==> config.mk <==
export PLATFORM = sky130hd
export DESIGN_NAME = output_argmax
export DESIGN_NICKNAME = d
export VERILOG_FILES = /design/src/rtl/output_argmax.sv
export SDC_FILE = /design/constraint.sdc
export NUM_CORES = 1
export LEC_CHECK = 0
export ABC_AREA = 1
export ABC_CLOCK_PERIOD_IN_PS = 2100
export BUFFER_PORTS_ARGS = -buffer_cell sky130_fd_sc_hd__buf_2
export CORE_AREA = 8 8 99 101
export DETAILED_ROUTE_END_ITERATION = 6
export DIE_AREA = 0 0 107 109
export HOLD_SLACK_MARGIN = 0.02
export PLACE_DENSITY = 0.72
export SYNTH_ARGS = -nofsm -noshare
export SYNTH_HDL_FRONTEND = slang
export SYNTH_SLANG_ARGS = --single-unit
==> constraint.sdc <==
create_clock -name iCLK -period 2.1 [get_ports iCLK]
set_input_delay 0.525 -clock iCLK [delete_from_list [all_inputs] [get_ports iCLK]]
set_output_delay 0.525 -clock iCLK [all_outputs]
set_load 0.05 [all_outputs]
==> src/rtl/output_argmax.sv <==
// output_argmax: registers one output vector and one label, finds the index of
// the largest signed element, and reports {index, hit} plus running counters.
// Latency: one load cycle after both inputs are held, then NO-1 scan cycles to
// a valid result. Backpressure: result held until iReady_BM_Result; both input
// readys stay low until the result is taken.
// Ports: iCLK/iRST clock and async active-low reset; *_AM_Output vector stream
// (NO x WO packed, element k at [k*WO +: WO]); *_AM_Label class stream;
// *_BM_Result {idx, hit} stream; iClear zeroes the counters; oCount_* stats.
module output_argmax #(
  parameter  int NO = 2,
  parameter  int WO = 11,
  parameter  int WC = 16,
  localparam int WI = (NO > 1) ? $clog2(NO) : 1
) (
  input  logic             iCLK,
  input  logic             iRST,
  input  logic             iValid_AM_Output,
  output logic             oReady_AM_Output,
  input  logic [NO*WO-1:0] iData_AM_Output,
  input  logic             iValid_AM_Label,
  output logic             oReady_AM_Label,
  input  logic [WI-1:0]    iData_AM_Label,
  output logic             oValid_BM_Result,
  input  logic             iReady_BM_Result,
  output logic [WI:0]      oData_BM_Result,
  input  logic             iClear,
  output logic [WC-1:0]    oCount_Total,
  output logic [WC-1:0]    oCount_Hit
);

  typedef enum logic [1:0] {LOAD = 2'd0, SCAN = 2'd1, EMIT = 2'd2} state_t;

  state_t               state_q;
  logic                 have_o_q;
  logic                 have_l_q;
  logic [NO*WO-1:0]     vec_q;
  logic [WI-1:0]        lab_q;
  logic [WI-1:0]        idx_q;
  logic [WI-1:0]        k_q;
  logic signed [WO-1:0] max_q;
  logic                 valid_q;
  logic [WI:0]          data_q;
  logic [WC-1:0]        total_q;
  logic [WC-1:0]        hit_q;

  logic                 xfer_o;
  logic                 xfer_l;
  logic                 xfer_r;
  logic signed [WO-1:0] elem_k;
  logic                 gt;
  logic [WI-1:0]        idx_d;
  logic                 last_k;

  // Readys depend only on state, never on the incoming valid.
  assign oReady_AM_Output = (state_q == LOAD) && !have_o_q;
  assign oReady_AM_Label  = (state_q == LOAD) && !have_l_q;

  assign xfer_o = iValid_AM_Output && oReady_AM_Output;
  assign xfer_l = iValid_AM_Label && oReady_AM_Label;
  assign xfer_r = valid_q && iReady_BM_Result;

  // Strict greater-than keeps the lower index on a tie.
  assign elem_k = vec_q[int'(k_q)*WO +: WO];
  assign gt     = elem_k > max_q;
  assign idx_d  = gt ? k_q : idx_q;
  assign last_k = (k_q == WI'(NO - 1));

  always_ff @(posedge iCLK or negedge iRST) begin
    if (!iRST) begin
      state_q  <= LOAD;
      have_o_q <= 1'b0;
      have_l_q <= 1'b0;
      vec_q    <= '0;
      lab_q    <= '0;
      idx_q    <= '0;
      k_q      <= '0;
      max_q    <= '0;
      valid_q  <= 1'b0;
      data_q   <= '0;
      total_q  <= '0;
      hit_q    <= '0;
    end else begin
      case (state_q)
        LOAD: begin
          if (xfer_o) begin
            vec_q    <= iData_AM_Output;
            have_o_q <= 1'b1;
          end
          if (xfer_l) begin
            lab_q    <= iData_AM_Label;
            have_l_q <= 1'b1;
          end
          if (have_o_q && have_l_q) begin
            max_q <= vec_q[WO-1:0];
            idx_q <= '0;
            k_q   <= WI'(1);
            if (NO > 1) begin
              state_q <= SCAN;
            end else begin
              state_q <= EMIT;
              valid_q <= 1'b1;
              data_q  <= {{WI{1'b0}}, (lab_q == '0)};
            end
          end
        end
        SCAN: begin
          if (gt) max_q <= elem_k;
          idx_q <= idx_d;
          k_q   <= k_q + WI'(1);
          if (last_k) begin
            state_q <= EMIT;
            valid_q <= 1'b1;
            // idx is always < NO, so an out-of-range label can never match.
            data_q  <= {idx_d, (lab_q == idx_d)};
          end
        end
        EMIT: begin
          if (iReady_BM_Result) begin
            valid_q  <= 1'b0;
            have_o_q <= 1'b0;
            have_l_q <= 1'b0;
            state_q  <= LOAD;
          end
        end
        default: state_q <= LOAD;
      endcase

      // Clear has priority: a result taken in the same cycle is not counted.
      if (iClear) begin
        total_q <= '0;
        hit_q   <= '0;
      end else if (xfer_r) begin
        if (total_q != '1) total_q <= total_q + WC'(1);
        if (data_q[0] && (hit_q != '1)) hit_q <= hit_q + WC'(1);
      end
    end
  end

  assign oValid_BM_Result = valid_q;
  assign oData_BM_Result  = data_q;
  assign oCount_Total     = total_q;
  assign oCount_Hit       = hit_q;

endmodule

==> summary.md, run 1 <==
| Metric | Value |
|---|---|
| Status | `complete, but fails checks` |
| Failing checks | `negative setup slack` |
| # nets final | `635` |
| CTS tree | `yes` |
| Die ar. | `about 12,000 µm²` |
| Reg2Reg Depth | `14` |
| First-pass GRT wire length | `between 15,000 and 20,000 µm` |
| Max cap viols | `0` |
| Crit Path Max Fanout | `8` |
| Ant diodes | `0` |
| Synth area leaders | `dfrtp_1 46%, nand2_1 11%, mux2_2 5.7%, inv_1 4.7%, ha_1 3.9%` |
| Post-Layout Cell Count | `706` |
| Port Buf Inserts | `65` |
| Die Span X | `~110 µm` |
| Cell Area, Synth | `4120 µm²` |
| EDFF count, synth | `0` |
| XOR/XNOR Fraction of Synth Area | `2.34%` |
| Post-synth top area cell | `dfrtp_1` |
| DR iter-0 viols | `115` |
| Share of cells above drive strength 1 | `36.1%` |
| Setup ws final | `-0.275 ns` |
| Area delta synth->final | `29.7%` |
| Largest net degree at the start of global routing | `42` |
| Core Box Area | `8380 µm²` |
| Post-Route WL | `11,200 µm` |
| Cell variety after synth | `35` |
| Cell area after layout | `5340 µm²` |
| Worst-Skew Late Latency | `0.35 ns` |
| Util after Layout | `63.8%` |
| Overflow after GRT | `0` |
| Worst EP required | `2.36 ns` |
| FMAX | `0.421 GHz` |
| Seq/Total Area, Yosys | `~46%` |
| Slew Limit Fails | `0` |
| Synth warn | `0` |
| RSZ-0062 raised after global routing | `true` |
| Asr flop ratio synth | `100%` |
| Slew HR | `68.6%` |
| Final Setup Violations | `14` |
| Reg-to-Reg Start | `k_q` |
| Synth Flop Type | `dfrtp_1` |
| Top cell type's share of synthesized area | `45.5%` |
| Worst VDD drop | `562 µV` |
| Detail-routed via count per cell | `5.29` |
| Crit. End Element | `flip-flop` |
| Avg Inst Size Synth | `8.29 µm²` |
| TritonCTS buffer count | `9` |
| Final min period | `2.37 ns` |
| DR WL/cell | `15.9 µm` |
| Die Ht | `109 µm` |
| Mapped Cells | `between 400 and 500` |
| Vias in the first global route | `3,697` |
| Compound-Gate Fraction of Synth Area | `9.96%` |
| Clock Skews | `about 0.0045 ns` |
| Critical R2R Capture | `max_q[10]` |
| Post-DP HPWL | `7270 µm` |
| Largest family of logic cells by synthesized area | `simple AND/OR/NAND/NOR gates` |
| Final ANT Viol Nets | `0` |
| Routed vias | `3,737` |
| Fin crit share | `113%` |
| Row cnt | `34` |
| Initial Util | `49.2%` |
| Worst Tran Pin Value | `0.470 ns` |
| Yosys reg bits | `75` |
| Syn_nets | `539` |
| IO Pins | `66` |
| Power per cell area | `1510 nW/µm²` |
| Hold/Removal Path Class | `in2async` |
| Crit path launch type | `flip-flop` |
| Number of hold buffers added after CTS | `0` |
| Post-Synth Adder-Cell Area | `between 3 and 4%` |
| Placed Area | `approximately 4700 µm²` |
| Initial antenna violation count | `0` |
| Worst EP arrival | `2.63 ns` |
| Post-Place Cells | `approximately 680` |
| # DRC | `0` |
| Final Power | `0.00806 W` |
| First-pass DRT Iterations | `4` |
| Worst R2R Setup Slack | `-0.27 ns` |
| WS Path Type | `reg2reg` |
| Worst slack, placed | `-0.161 ns` |
| GPL Wtd Cong | `0.864` |
| LEAKAGE | `between 2 and 3 nW` |
| Clk sinks | `75` |
| CTS root buf | `clkbuf_8` |
| Post-synthesis mux area share | `under 10%` |
| Clock Pin Slew Worst Setup and Hold Paths | `0.07 ns` |
| Endpoints failing hold | `0` |
| Clock buffer depth | `2` |
| Simple-Gate Fraction of Synth Area | `25.3%` |
| Tot GR Track Use | `18.9%` |
| H-tree levels | `3` |
-- where the power goes --
| group | internal, W | switching [W] | total (W) | leakage (nW) |
|---|---|---|---|---|
| sequential | 0.00188 | 0.000379 | 0.00226 | 0.957 |
| clock | 0.000425 | 0.000520 | 0.000945 | 0.0812 |
| combinational | 0.00221 | 0.00265 | 0.00486 | 1.55 |
| total | 0.00452 | 0.00355 | 0.00806 | 2.59 |
-- logic make-up after synthesis --
logic type	Yosys count
xor+xnor	11
mux	21
simple gates	230
compound gates	76
fa+ha+maj	13
flops	75
buf+inv	71
-- flip-flops by register name, summed over array words and instances, names as in the netlist --
signal	flops
oCount_Hit	16
max_q	11
k_q	1
lab_q	1
idx_q	1
vec_q	22
state_q	2
oValid_BM_Result	1
have_l_q	1
oCount_Total	16
oData_BM_Result	2
have_o_q	1
-- per-layer routing --
layer	wire length (µm)	global-route usage [%]	up-vias
met4	196	5.73	0
met5	0	0	-
met2	5610	31.3	98
met3	529	4.31	20
met1	4880	24.2	1786
li1	-	-	1833
-- repair_timing --
item | CTS | global route
gates resized for setup | 44 | 40
cloned | 3 | 1
pin swaps | 12 | 20
setup endpoints to repair | 14 | 16
setup buffers | 7 | 1
-- area by class of cell --
class,instances,area [µm²]
Clock buffer,13,139
Inverter,57,216
Timing Repair Buffer,99,683
Tap cell,108,135
Sequential cell,75,1880
Clock inverter,3,15.0
Fill cell,676,3040
Multi-Input combinational cell,351,2280
-- layout by cell type, fill, tap and decap left out, types with 22 or more instances in the layout --
| master | Yosys | routed |
|---|---|---|
| nand2_1 | 116 | 82 |
| dfrtp_1 | 75 | 75 |
| buf_2 | 4 | 65 |
| inv_1 | 52 | 50 |
| nor2_1 | 40 | 36 |
| nand2_2 | 6 | 28 |
| buf_4 | 1 | 26 |
| o21ai_1 | 24 | 25 |
| nand3_1 | 27 | 24 |
| a21oi_1 | 25 | 22 |
-- per-stage QoR --
stage               hold slack [ns]  TNS [ns]
finish                        0.119     -2.92
global route                  0.147     -4.04
CTS                           0.131    -0.785
detailed placement            0.483     -1.36
global placement              0.474    -0.368
floorplan                     0.229         0
-- synthesized netlist by cell type (2+ instances only) --
cell type	number
buf_2	4
nor2_2	6
nor2_1	40
nand3_1	27
a21oi_1	25
buf_6	3
xor2_1	11
o21ai_0	15
o21ai_1	24
ha_1	13
nor3_1	12
inv_2	5
mux2_2	21
nand2_2	6
dfrtp_1	75
nand4_1	13
o22ai_1	2
o31ai_1	7
clkbuf_1	6
nand2_1	116
inv_1	52
-- worst max-delay path, cell delays in order (launching register included) --
cell	delay [ns]
dfrtp_1	0.43
inv_2	0.09
buf_12	0.16
nand2_2	0.07
nand2_2	0.06
ha_4	0.27
nand4_1	0.19
nor2_2	0.16
nand2_2	0.09
nand4_1	0.10
nand3_2	0.11
nand2_4	0.11
nand2_8	0.09
buf_16	0.16
o21ai_1	0.19
-- worst max path at each step --
stage	start	end	slack, ns	depth (start not counted)
floorplan	oCount_Hit[0]	oCount_Hit[2]	0.02	11
global placement	k_q	max_q[2]	-0.06	16
detailed placement	k_q	max_q[2]	-0.16	16
CTS	k_q	max_q[2]	-0.08	15
global route	k_q	max_q[10]	-0.33	16
finish	k_q	max_q[10]	-0.27	14
Power figures use the tool's default switching activity.
==> run 2: changes to the inputs <==
Settings changed: PLACE_DENSITY 0.72 to 0.75.
==> summary.md, run 2 (same netlist as run 1, synthesis figures left out) <==
| Metric | Value |
|---|---|
| Status | `complete, but fails checks` |
| Failing checks | `negative setup slack` |
| RSZ-0062 raised after global routing | `true` |
| Die Ht | `109 µm (unchanged)` |
| Vias in the first global route | `3,707 (+0.27%)` |
| Post-Route WL | `10,600 µm (-5.4%)` |
| Row cnt | `34 (unchanged)` |
| H-tree levels | `3 (unchanged)` |
| Slew HR | `68.0% (-0.56 points)` |
| Crit Path Max Fanout | `5 (-3)` |
| Worst path bufs/invs | `3 (unchanged)` |
| Max reg flops | `22 (unchanged)` |
| Port Buf Inserts | `65 (unchanged)` |
| DR WL/cell | `15.2 µm (-4.2%)` |
| Worst VDD drop | `547 µV (-2.7%)` |
| Die ar. | `11,700 µm² (unchanged)` |
| Tot GR Track Use | `18.1% (-0.79 points)` |
| # nets final | `627 (-1.3%)` |
| CP cell instances | `inv_2 -> buf_6 -> or2_4 -> o21ai_2 -> ha_2 -> nand2_1 -> nor3_1 -> nand3_1 -> nand3_2 -> nand2_2 -> nand2_4 -> buf_6 -> nor2_4 -> a21oi_2` |
| Hold WS | `0.114 ns (-0.00555 ns)` |
| Final Setup Violations | `14 (unchanged)` |
| Critical path startpoint | `k_q` |
| Crit path launch type | `flip-flop` |
| Worst Tran Pin Value | `0.474 ns (+0.00396 ns)` |
| First-pass DRT Iterations | `5 (+1)` |
| Hold/Removal Path Class | `in2async` |
| Power per cell area | `1410 nW/µm² (-6.2%)` |
| CP endpoint | `max_q[2]` |
| Initial Util | `49.2% (unchanged)` |
| Util after Layout | `61.6% (-2.2 points)` |
| Crit. End Element | `flip-flop` |
| Endpoints failing hold | `0 (unchanged)` |
| Worst path most repeated cell | `buf_6` |
| Final min period | `2.27 ns (-0.103 ns)` |
| Clock Skews | `0.0101 ns (+0.00559 ns)` |
| Die Span X | `107 µm (unchanged)` |
| Max cap viols | `0 (unchanged)` |
| # DRC | `0 (unchanged)` |
| Post-DP HPWL | `7360 µm (+1.3%)` |
| FMAX | `0.440 GHz (+4.5%)` |
| Fin crit share | `108% (-4.9 points)` |
| Most flop-heavy register | `vec_q` |
| CP max-delay cell | `dfrtp_1` |
| Largest net degree at the start of global routing | `45 (+7.1%)` |
| Commonest non-fill, non-tap cells in the layout | `95 x nand2_1, 75 x dfrtp_1, 64 x buf_2` |
| Worst EP arrival | `2.55 ns (-0.08 ns)` |
| Area delta synth->final | `25.2%` |
| Fill cell count | `719 (+6.4%)` |
| Commonest non-fill, non-tap cell in the layout | `nand2_1` |
| Worst-Skew Late Latency | `0.35 ns (about the same)` |
| Ant diodes | `0 (unchanged)` |
| Overflow after GRT | `0 (unchanged)` |
| LEAKAGE | `2.48 nW (-4.3%)` |
| Setup ws final | `-0.171 ns (+0.103 ns)` |
| IO Pins | `66 (unchanged)` |
| Share of cells above drive strength 1 | `33.4% (-2.7 points)` |
| Core Box Area | `8380 µm² (unchanged)` |
| Critical path's largest stage delay | `0.43 ns (about the same)` |
| First-pass GRT wire length | `17,100 µm (-4.7%)` |
| Clk sinks | `75 (unchanged)` |
| WS Path Type | `reg2reg` |
| Critical R2R Capture | `max_q[2]` |
| Final ANT Viol Nets | `0 (unchanged)` |
| GPL Wtd Cong | `0.895 (+3.6%)` |
| Crit path depth | `14 (unchanged)` |
| Slew Limit Fails | `0 (unchanged)` |
| Top delay family on crit path | `simple AND/OR/NAND/NOR gates` |
| Number of hold buffers added after CTS | `0 (unchanged)` |
| TritonCTS buffer count | `9 (unchanged)` |
| Routed vias | `3,734 (-0.080%)` |
| CTS root buf | `clkbuf_8` |
| Reg2Reg Depth | `14 (unchanged)` |
| Clock Pin Slew Worst Setup and Hold Paths | `0.08 ns (about the same)` |
| Worst EP required | `2.38 ns (+0.02 ns)` |
| DR iter-0 viols | `161 (+40%)` |
| Detail-routed via count per cell | `5.36 (+1.2%)` |
| Clock buffer depth | `2 (unchanged)` |
| Initial antenna violation count | `1 (+1)` |
| Worst R2R Setup Slack | `-0.17 ns (+0.10 ns)` |
| Reg-to-Reg Start | `k_q` |
| CTS tree | `yes` |
run 2: changes by cell type in the layout (fill, tap and decap cells not counted), moves of 4 or more:
| cell | change |
|---|---|
| clkbuf_1 | -4 |
| nand2_4 | -10 |
| buf_6 | +5 |
| buf_4 | -7 |
| nand2_1 | +13 |
run 2: worst min-delay path by stage:
stage	startpoint	endpoint	depth (start not counted)
floorplan	iRST	have_l_q	0
global placement	max_q[7]	max_q[7]	2
detailed placement	max_q[9]	max_q[9]	2
CTS	iRST	vec_q[14]	1
global route	iRST	vec_q[16]	1
finish	iRST	vec_q[14]	1
run 2: power breakdown:
| part | total (W) | internal (W) | switching (W) |
|---|---|---|---|
| combinational | 0.00396 | 0.00165 | 0.00231 |
| sequential | 0.00219 | 0.00188 | 0.000309 |
| clock | 0.00115 | 0.000606 | 0.000548 |
run 2: timing repair:
item | 4_1_cts | 5_1_grt
buffers inserted | 2 | 4
gates cloned | 2 | 1
setup endpoints to repair | 12 | 16
pin swaps | 2 | 9
gates resized for setup | 25 | 38
run 2: routing by layer:
| metal | GRT usage [%] | part of all wire (%) |
|---|---|---|
| met3 | 3.78 | 5.3 |
| met2 | 32.4 | 51 |
| met5 | 0 | 0.11 |
| met1 | 20.8 | 41 |
| met4 | 7.04 | 2.0 |
run 2: through the flow:
step | cells | TNS, ns | power [W] | area [µm²] | worst slack [ns]
2_1_floorplan | 497 | 0 | 0.00433 | 4140 | 0.0151
5_1_grt | 697 | -3.15 | 0.00785 | 5160 | -0.266
6_report | 697 | -1.81 | 0.00730 | 5160 | -0.171
4_1_cts | 692 | -0.000241 | 0.00661 | 4970 | -0.000241
3_5_place_dp | 673 | -0.350 | 0.00514 | 4650 | -0.0629
3_3_place_gp | 673 | 0 | 0.00500 | 4650 | 0.0206
run 2: layout make-up:
| type | count | area (µm²) | share of cell area, % |
|---|---|---|---|
| tap | 108 | 135 | 2.62 |
| clock buffer | 11 | 151 | 2.93 |
| timing repair buffer | 91 | 562 | 10.9 |
| inverter | 57 | 216 | 4.20 |
| multi-input combinational | 351 | 2170 | 42.0 |
| clock inverter | 4 | 50.0 | 0.970 |
| sequential | 75 | 1880 | 36.4 |
